===== config.mk =====
export PLATFORM = sky130hd
export DESIGN_NAME = apple1_dsp_uart_tx
export DESIGN_NICKNAME = d
export VERILOG_FILES = /design/src/rtl/apple1_uart_pkg.sv /design/src/rtl/dsp_fifo.sv /design/src/rtl/apple1_dsp_uart_tx.sv
export SDC_FILE = /design/constraint.sdc
export NUM_CORES = 1
export LEC_CHECK = 0
export ABC_AREA = 1
export CAP_MARGIN = 25
export CORE_ASPECT_RATIO = 2
export CORE_MARGIN = 2
export CORE_UTILIZATION = 38
export CTS_CLUSTER_SIZE = 25
export DETAILED_ROUTE_END_ITERATION = 8
export PLACE_DENSITY = 0.56
export SLEW_MARGIN = 20
export SYNTH_ARGS = -nofsm -noshare
export SYNTH_HDL_FRONTEND = slang
export SYNTH_SLANG_ARGS = --single-unit

===== constraint.sdc =====
create_clock -name i_clk -period 5.1 [get_ports i_clk]
set_clock_uncertainty 0.05 [all_clocks]
set_input_delay 1.02 -clock i_clk [delete_from_list [all_inputs] [get_ports i_clk]]
set_output_delay 1.02 -clock i_clk [all_outputs]
set_load 0.02 [all_outputs]

===== src/rtl/apple1_uart_pkg.sv =====
// Shared types and constants for the Apple-I display UART back-end.
package apple1_uart_pkg;

  localparam int unsigned CLKS_PER_BIT_DEFAULT = 434;

  localparam logic [6:0] ASCII_CR = 7'h0D;
  localparam logic [6:0] ASCII_LF = 7'h0A;

  typedef enum logic [1:0] {
    IN_IDLE,
    IN_ACK,
    IN_WAIT_LOW
  } in_state_e;

  typedef enum logic [1:0] {
    TX_IDLE,
    TX_START,
    TX_DATA,
    TX_STOP
  } tx_state_e;

endpackage


===== src/rtl/dsp_fifo.sv =====
// Synchronous FIFO for display characters; head entry is presented combinationally.
module dsp_fifo #(
  parameter int unsigned WIDTH   = 7,
  parameter int unsigned FIFO_AW = 4
) (
  input  logic               i_clk,
  input  logic               i_reset,
  input  logic               i_push,
  input  logic               i_pop,
  input  logic [WIDTH-1:0]   i_wdata,
  output logic [WIDTH-1:0]   o_rdata,
  output logic [FIFO_AW:0]   o_count,
  output logic               o_full,
  output logic               o_empty
);

  localparam int unsigned DEPTH = 2 ** FIFO_AW;

  logic [WIDTH-1:0]   r_mem [DEPTH];
  logic [FIFO_AW-1:0] r_wr_ptr;
  logic [FIFO_AW-1:0] r_rd_ptr;
  logic [FIFO_AW:0]   r_count;

  always_ff @(posedge i_clk) begin
    if (i_push) begin
      r_mem[r_wr_ptr] <= i_wdata;
    end
  end

  always_ff @(posedge i_clk) begin
    if (i_reset) begin
      r_wr_ptr <= '0;
      r_rd_ptr <= '0;
      r_count  <= '0;
    end else begin
      if (i_push) begin
        r_wr_ptr <= r_wr_ptr + FIFO_AW'(1);
      end
      if (i_pop) begin
        r_rd_ptr <= r_rd_ptr + FIFO_AW'(1);
      end
      // Simultaneous push and pop leaves the count unchanged.
      case ({i_push, i_pop})
        2'b10:   r_count <= r_count + (FIFO_AW + 1)'(1);
        2'b01:   r_count <= r_count - (FIFO_AW + 1)'(1);
        default: r_count <= r_count;
      endcase
    end
  end

  assign o_rdata = r_mem[r_rd_ptr];
  assign o_count = r_count;
  assign o_full  = (r_count == (FIFO_AW + 1)'(DEPTH));
  assign o_empty = (r_count == '0);

endmodule


===== src/rtl/apple1_dsp_uart_tx.sv =====
// Display PIA handshake -> FIFO -> 8N1 UART transmitter.
// Optional macro DSP_CR_LF_EN expands each captured CR into CR then LF.
module apple1_dsp_uart_tx
  import apple1_uart_pkg::*;
#(
  parameter int unsigned CLKS_PER_BIT = CLKS_PER_BIT_DEFAULT,
  parameter int unsigned FIFO_AW      = 4
) (
  input  logic       i_clk,
  input  logic       i_reset,
  input  logic       i_dsp_rdy,
  input  logic [6:0] i_dsp_data,
  output logic       o_dsp_ack,
  output logic       o_uart_tx,
  output logic       o_tx_busy,
  output logic       o_fifo_full
);

  localparam int unsigned TW    = (CLKS_PER_BIT > 1) ? $clog2(CLKS_PER_BIT) : 1;
  localparam int unsigned DEPTH = 2 ** FIFO_AW;
  localparam logic [TW-1:0]    BIT_LAST = TW'(CLKS_PER_BIT - 1);
  localparam logic [FIFO_AW:0] ROOM_ONE = (FIFO_AW + 1)'(DEPTH - 1);

  in_state_e        r_in_state, w_in_state_next;
  tx_state_e        r_tx_state, w_tx_state_next;
  logic [TW-1:0]    r_timer, w_timer_next;
  logic [2:0]       r_bit_idx, w_bit_idx_next, w_bit_idx_inc;
  logic [7:0]       r_shift, w_shift_next;
  logic             r_uart_tx, w_uart_next;
  logic             w_push, w_pop, w_room, w_bit_done;
  logic [6:0]       w_wdata, w_fifo_rdata;
  logic [FIFO_AW:0] w_fifo_count;
  logic             w_fifo_full, w_fifo_empty;

  dsp_fifo #(
    .WIDTH  (7),
    .FIFO_AW(FIFO_AW)
  ) u_fifo (
    .i_clk  (i_clk),
    .i_reset(i_reset),
    .i_push (w_push),
    .i_pop  (w_pop),
    .i_wdata(w_wdata),
    .o_rdata(w_fifo_rdata),
    .o_count(w_fifo_count),
    .o_full (w_fifo_full),
    .o_empty(w_fifo_empty)
  );

`ifdef DSP_CR_LF_EN
  localparam logic [FIFO_AW:0] ROOM_TWO = (FIFO_AW + 1)'(DEPTH - 2);
  logic r_lf_pend, w_lf_pend_next;

  // A CR needs two slots so the trailing LF can never hit a full FIFO.
  assign w_room = (i_dsp_data == ASCII_CR) ? (w_fifo_count <= ROOM_TWO)
                                           : (w_fifo_count <= ROOM_ONE);

  always_ff @(posedge i_clk) begin
    if (i_reset) r_lf_pend <= 1'b0;
    else         r_lf_pend <= w_lf_pend_next;
  end
`else
  assign w_room = (w_fifo_count <= ROOM_ONE);
`endif

  always_ff @(posedge i_clk) begin
    if (i_reset) r_in_state <= IN_IDLE;
    else         r_in_state <= w_in_state_next;
  end

  always_comb begin
    w_in_state_next = r_in_state;
    w_push          = 1'b0;
    w_wdata         = i_dsp_data;
    o_dsp_ack       = 1'b0;
`ifdef DSP_CR_LF_EN
    w_lf_pend_next  = r_lf_pend;
`endif
    case (r_in_state)
      IN_IDLE: begin
        if (i_dsp_rdy && w_room) begin
          w_push          = 1'b1;
          w_in_state_next = IN_ACK;
`ifdef DSP_CR_LF_EN
          w_lf_pend_next  = (i_dsp_data == ASCII_CR);
`endif
        end
      end
      IN_ACK: begin
`ifdef DSP_CR_LF_EN
        if (r_lf_pend) begin
          w_push         = 1'b1;
          w_wdata        = ASCII_LF;
          w_lf_pend_next = 1'b0;
        end else begin
          o_dsp_ack       = 1'b1;
          w_in_state_next = IN_WAIT_LOW;
        end
`else
        o_dsp_ack       = 1'b1;
        w_in_state_next = IN_WAIT_LOW;
`endif
      end
      IN_WAIT_LOW: begin
        if (!i_dsp_rdy) w_in_state_next = IN_IDLE;
      end
      default: w_in_state_next = IN_IDLE;
    endcase
  end

  always_ff @(posedge i_clk) begin
    if (i_reset) begin
      r_tx_state <= TX_IDLE;
      r_timer    <= '0;
      r_bit_idx  <= '0;
      r_shift    <= '0;
      r_uart_tx  <= 1'b1;
    end else begin
      r_tx_state <= w_tx_state_next;
      r_timer    <= w_timer_next;
      r_bit_idx  <= w_bit_idx_next;
      r_shift    <= w_shift_next;
      r_uart_tx  <= w_uart_next;
    end
  end

  assign w_bit_done    = (r_timer == BIT_LAST);
  assign w_bit_idx_inc = r_bit_idx + 3'd1;

  // Line level is computed for the next state so uart_tx stays a clean register.
  always_comb begin
    w_tx_state_next = r_tx_state;
    w_timer_next    = r_timer;
    w_bit_idx_next  = r_bit_idx;
    w_shift_next    = r_shift;
    w_uart_next     = r_uart_tx;
    w_pop           = 1'b0;
    case (r_tx_state)
      TX_IDLE: begin
        w_uart_next = 1'b1;
        if (!w_fifo_empty) begin
          w_pop           = 1'b1;
          w_shift_next    = {1'b0, w_fifo_rdata};
          w_timer_next    = '0;
          w_uart_next     = 1'b0;
          w_tx_state_next = TX_START;
        end
      end
      TX_START: begin
        if (w_bit_done) begin
          w_timer_next    = '0;
          w_bit_idx_next  = '0;
          w_uart_next     = r_shift[0];
          w_tx_state_next = TX_DATA;
        end else begin
          w_timer_next = r_timer + TW'(1);
        end
      end
      TX_DATA: begin
        if (w_bit_done) begin
          w_timer_next = '0;
          if (r_bit_idx == 3'd7) begin
            w_uart_next     = 1'b1;
            w_tx_state_next = TX_STOP;
          end else begin
            w_bit_idx_next = w_bit_idx_inc;
            w_uart_next    = r_shift[w_bit_idx_inc];
          end
        end else begin
          w_timer_next = r_timer + TW'(1);
        end
      end
      TX_STOP: begin
        w_uart_next = 1'b1;
        if (w_bit_done) begin
          w_timer_next    = '0;
          w_tx_state_next = TX_IDLE;
        end else begin
          w_timer_next = r_timer + TW'(1);
        end
      end
      default: w_tx_state_next = TX_IDLE;
    endcase
  end

  assign o_uart_tx   = r_uart_tx;
  assign o_tx_busy   = (r_tx_state != TX_IDLE) || !w_fifo_empty;
  assign o_fifo_full = w_fifo_full;

endmodule


==> impl_metrics.yaml, run 1 <==
timing:
  finalWorstSetupSlack_ps: 2102
  timing.fmax_ghz: 0.3336
  slew_headroom_pct: 41.23
  slew_viol_final: 0
  finalCritPeriodShare_pct: 58.77
  worst_pin_slew_ps: 878.8
  hold_viol_final: 0
  grt_setup_unrepaired: "no"
  setup_tns_ps: 0
  setup_viol: 0
  min_period_ps: 2998
grt:
  antenna_found_initial: 0
  grt_pass1_wl_mm: 25.08
  grt_overflow: 0
  grt_max_degree: 60
  grt_pass1_vias: 4786
  track_usage_pct: 17.79
setup_path:
  arrival_ps: 1930
  crit-reg2reg-capture: "u_fifo.o_count[4]"
  rr_worst_depth: 15
  r2r_setup_slack_ps: 2530
  r2r_start: "r_tx_state[1]"
  cp_max_fo: 10
  cp-start-kind: "register"
  cp_slowest_stage_delay_ps: 620
  worstPathRequired_ps: 4030
  crit_chain: "inv_1, ha_1, nand2_4, clkdlybuf4s50_1"
  cp-startpoint: "r_tx_state[1]"
  critPathSlowestCell: "clkdlybuf4s50_1"
  crit_end: "o_tx_busy"
  critPathKind: "register to primary output"
  end_kind: "primary output"
layout:
  final_nets: 743
  final_util_pct: 43.91
  final_common_cell: "nand2_1"
  drive_gt1_share_pct: 6.868
  final_cell_mix: "nand2_1 (183), edfxtp_1 (112), nor2_1 (101)"
  register_area_mm2: 0.004105
  stdcell_area_mm2: 0.007585
  fillers: 1623
  area_delta_synth_final_pct: 13.10
  antenna_cells: 0
  multi_input_area_mm2: 0.002220
worst_hold_path:
  min-delay-path-class: "register to register"
clock_network:
  cts_made_buffers: 17
  cts_hold_buf: 0
  cts_tree: "built"
  cts-resized-gates: 0
  clk_latency_ps: 430
  clk_pin_slew_ps: 60
  ctsRootBufferMaster: "clkbuf_16"
  h-tree-depth: 4
  cts_buffer_depth: 2
  clock-sinks: 149
  cts_setup_buffers: 0
synth:
  synth.avg_cell_area_um2: 9.459
  yosys_warnings: 0
  ys_ff_latch: 149
  synth_nets: 736
  netlist_area_mm2: 0.006706
  syn_inst: 709
  synthDistinctLibCells: 28
  synth-seq-area-share_pct: 61.19
power:
  fin_total_pwr_w: 0.003875
  vdd.ir_drop.worst_uv: 240.4
  p_leak_nw: 2.959
  power_density_mw_per_mm2: 510.9
outcome:
  status: "complete, no violations"
drt:
  vias_per_cell: 5.095
  ant_nets: 0
  via_count: 4779
  drt-total-wl_mm: 15.91
  drcViolationCount: 0
  dr.pass1.iters: 6
  wl_per_cell_um: 16.96
  drtIter0Drc: 306
place:
  gp_congestion: 0.8201
  dpl_cell_area_mm2: 0.006965
  pre_cts_ws_ps: 1951
  port_buffers: 13
  dp_hpwl_mm: 11.20
die:
  die_y_um: 191.9
  start_util_pct: 38.83
  dieArea_mm2: 0.01879
  fp.coreArea_mm2: 0.01727
  io_pins: 14
  die_w_um: 97.94
  rows: 68
flow_run:
  drv_cap: 0
==> sequential cells by signal, summed over array words and instances, names as in the netlist <==
register / count
r_in_state: 2
r_shift: 7
r_timer: 9
u_fifo.o_count: 5
u_fifo.r_mem: 112
r_tx_state: 2
r_bit_idx: 3
u_fifo.r_wr_ptr: 4
o_uart_tx: 1
u_fifo.r_rd_ptr: 4
==> per-stage QoR <==
step / std cells / hold slack [ps]
after global placement: 907 / 401.3
after global routing: 938 / 454.3
after CTS: 938 / 422.2
after floorplan: 709 / 387.9
final: 938 / 414.3
after detailed placement: 907 / 413.6
==> final cells by class <==
cell class              instances  share of cell area (%)
flip-flops and latches        149                   54.12
multi-input cells             472                   29.26
clock buffers                  20                   5.757
well taps                     210                   3.464
inverters                      60                   2.969
clock inverters                11                   2.408
repair buffers                 16                   2.013
==> worst min-delay path by stage <==
stage	startpoint	depth (start not counted)	endpoint
6_report	r_timer[8]	2	r_timer[8]
3_5_place_dp	r_timer[8]	2	r_timer[8]
2_1_floorplan	r_timer[8]	2	r_timer[8]
5_1_grt	r_timer[8]	2	r_timer[8]
3_3_place_gp	r_timer[8]	2	r_timer[8]
4_1_cts	r_timer[8]	2	r_timer[8]
==> cell usage after synthesis <==
cell / instances / share of area [%]
nand2_1: 183 / 10
edfxtp_1: 112 / 50
nor2_1: 101 / 5.7
nand3_1: 72 / 5.4
inv_1: 55 / 3.1
dfxtp_1: 37 / 11
a21oi_1: 29 / 2.2
o21ai_0: 28 / 2.1
ha_1: 17 / 3.2
buf_2: 12 / 0.90
o21ai_1: 12 / 0.90
buf_4: 6 / 0.67
clkbuf_1: 5 / 0.28
inv_2: 5 / 0.28
nor2_2: 5 / 0.47
nor3_2: 5 / 0.75
nor3_1: 4 / 0.30
buf_1: 3 / 0.17
nand4_1: 3 / 0.28
xor2_1: 3 / 0.39
buf_6: 2 / 0.34
nand2_2: 2 / 0.19
nand2_4: 2 / 0.34
xnor2_1: 2 / 0.26
nand3_2: 1 / 0.15
nand3b_1: 1 / 0.11
nand4_2: 1 / 0.19
or2_1: 1 / 0.093
==> layer usage <==
layer / routed length [um] / share of wire (%) / track usage (%)
met5: 0 / 0 / 0
met4: 720 / 4.5 / 9.936
met3: 503 / 3.2 / 3.166
met2: 8894 / 56 / 34.30
met1: 5792 / 36 / 17.49
==> where the power goes <==
part	leakage, nW	total, W	internal, W	switching [W]
sequential	1.31	0.00145	0.00139	0.0000537
combinational	1.35	0.00111	0.000350	0.000757
clock	0.297	0.00132	0.000859	0.000462
total	2.96	0.00388	0.00260	0.00127
==> kinds of logic after synthesis <==
| kind of cell | after synthesis | synth area share, % |
|---|---|---|
| simple gates | 381 | 24.12 |
| xor+xnor | 5 | 0.6531 |
| compound gates | 69 | 5.149 |
| fa+ha+maj | 17 | 3.172 |
| buf+inv | 88 | 5.709 |
| flops | 149 | 61.19 |
==> critical path: cells and delay by family, from the launching register on <==
family / cells / cell delay [ps]
flops: 1 / 380
fa+ha+maj: 1 / 250
simple gates: 1 / 150
buf+inv: 2 / 720
(Power assumes the default switching activity.)
==> run 2: changes to the inputs <==
--- a/config.mk
+++ b/config.mk
@@ -12,7 +12,7 @@
 export CORE_UTILIZATION = 38
 export CTS_CLUSTER_SIZE = 25
 export DETAILED_ROUTE_END_ITERATION = 8
-export PLACE_DENSITY = 0.56
+export PLACE_DENSITY = 0.58
 export SLEW_MARGIN = 20
 export SYNTH_ARGS = -nofsm -noshare
 export SYNTH_HDL_FRONTEND = slang
==> constraint.sdc (replaced) <==
create_clock -name i_clk -period 2.57 [get_ports i_clk]
set_clock_uncertainty 0.05 [all_clocks]
set_input_delay 0.514 -clock i_clk [delete_from_list [all_inputs] [get_ports i_clk]]
set_output_delay 0.514 -clock i_clk [all_outputs]
set_load 0.02 [all_outputs]
==> impl_metrics.yaml, run 2 (synthesis gave the netlist of run 1 again) <==
worst_hold_path:
  min-delay-path-class: "register to register"
setup_path:
  critPathKind: "register to primary output"
  critPathSlowestCell: "clkdlybuf4s50_1"
  cp_max_fo: 5
  cp-start-kind: "register"
  arrival_ps: 1790
  path_delay_family: "buffers and inverters"
  worstPathRequired_ps: 2010
  cp_slowest_stage_delay_ps: 610
  end_kind: "primary output"
  crit_chain: "nor2_2, nand3_2, nor2_1, clkdlybuf4s50_1"
  path_buf_inv: 1
layout:
  area_delta_synth_final_pct: 15.56
  register_area_mm2: 0.004105
  regMostFlops: "u_fifo.r_mem"
  multi_input_area_mm2: 0.002220
  final_cell_mix: "nand2_1 (183), edfxtp_1 (112), nor2_1 (101)"
  final_common_cell: "nand2_1"
  reg.largest.list: "u_fifo.r_mem: 112 flops, r_timer: 9 flops, r_shift: 7 flops"
  largest_reg_flops: 112
  fin_cells: 966
  drive_gt1_share_pct: 11.11
  final_nets: 770
  antenna_cells: 0
  fillers: 1637
grt:
  grt_pass1_wl_mm: 25.30
  grt_overflow: 0
  grt_max_degree: 59
  track_usage_pct: 17.49
  antenna_found_initial: 0
  grt_pass1_vias: 5121
drt:
  top_layer: "met4"
  dr.pass1.iters: 5
  drcViolationCount: 0
  wl_per_cell_um: 15.91
  ant_nets: 0
  drt-met1-wl_mm: 5.499
  dr_wl_met2_mm: 9.067
  met3_length_um: 414
  drt-total-wl_mm: 15.37
  via_count: 4815
  drtIter0Drc: 309
  vias_per_cell: 4.984
die:
  die_y_um: 191.9
  rows: 68
  dieArea_mm2: 0.01879
  io_pins: 14
  fp.coreArea_mm2: 0.01727
  die_w_um: 97.94
  start_util_pct: 38.83
place:
  gp_congestion: 0.8338
  pre_cts_ws_ps: 176.6
  port_buffers: 13
  dp_hpwl_mm: 10.78
  dp_cells: 934
timing:
  slew_viol_final: 0
  worst_pin_slew_ps: 856.2
  min_period_ps: 2349
  setup_tns_ps: 0
  finalWorstSetupSlack_ps: 220.8
  setup_viol: 0
  finalCritPeriodShare_pct: 91.41
  grt_setup_unrepaired: "no"
  slew_headroom_pct: 42.84
  hold_viol_final: 0
  timing.fmax_ghz: 0.4257
power:
  vdd.ir_drop.worst_uv: 434.3
  power_density_mw_per_mm2: 985.7
  p_leak_nw: 3.084
clock_network:
  cts_buffer_depth: 2
  clock-sinks: 149
  cts_tree: "built"
  clk_pin_slew_ps: 60
  ctsRootBufferMaster: "clkbuf_16"
  cts_made_buffers: 17
  h-tree-depth: 4
  clk_latency_ps: 420
outcome:
  status: "complete, no violations"
flow_run:
  drv_cap: 0
==> run 2: changes by cell type in the layout (fill, tap and decap cells not counted), moves of 2 or more <==
| cell | before | now |
|---|---|---|
| bufinv_16 | 5 | 2 |
| inv_6 | 0 | 3 |
| buf_4 | 3 | 30 |
| clkinv_2 | 1 | 4 |
| clkinvlp_4 | 1 | 3 |
| clkbuf_1 | 3 | 0 |
| clkinv_1 | 3 | 0 |
==> run 2: timing repair <==
| action | 4_1_cts | 5_1_grt |
|---|---|---|
| setup buffers | 0 | 0 |
| hold buffers | 0 | 0 |
| resized for setup | 0 | 1 |
| setup endpoints to repair | 0 | 1 |
==> run 2: through the flow <==
step	hold slack, ps	cell area, um2	power (W)	util (%)
after floorplan	387.9	6706	0.004624	-
after global placement	400.5	7168	0.005163	41.50
after detailed placement	418.8	7168	0.005243	41.50
after CTS	428.0	7747	0.007700	44.86
after global routing	446.4	7750	0.008123	44.87
final	426.1	7750	0.007639	44.87
==> run 2: routing by layer <==
layer | vias to the layer above | track usage (%)
li1 | 2412 | -
met1 | 2279 | 16.64
met2 | 100 | 35.27
met3 | 24 | 3.530
met4 | 0 | 7.265
met5 | - | 0
==> run 2: path summary, 6_finish.rpt <==
check	start	end	slack, ps	depth (start not counted)
worst max-delay path	u_fifo.o_count[2]	o_fifo_full	220	4
worst min-delay path	r_timer[8]	r_timer[8]	430	2
worst max register to register	r_tx_state[0]	u_fifo.o_count[4]	360	15
worst min register to register	r_timer[8]	r_timer[8]	430	2
==> run 2: layout make-up <==
type,count,area share (%)
Timing Repair Buffer,43,4.617
Sequential cell,149,52.97
Clock inverter,15,1.986
Tap cell,210,3.390
Multi-Input combinational cell,472,28.64
Inverter,60,2.906
Clock buffer,17,5.489
==> run 2: power by group <==
group / switching (W) / leakage [nW] / internal [W]
Sequential: 0.000102 / 1.31 / 0.00276
Combinational: 0.00156 / 1.49 / 0.000771
Clock: 0.00101 / 0.278 / 0.00143
Total: 0.00267 / 3.08 / 0.00497
==> run 2: worst min-delay path, cell delays in order, from the launching register on <==
cell and delay (ps):
dfxtp_1 310, nand2_1 60, a21oi_1 60
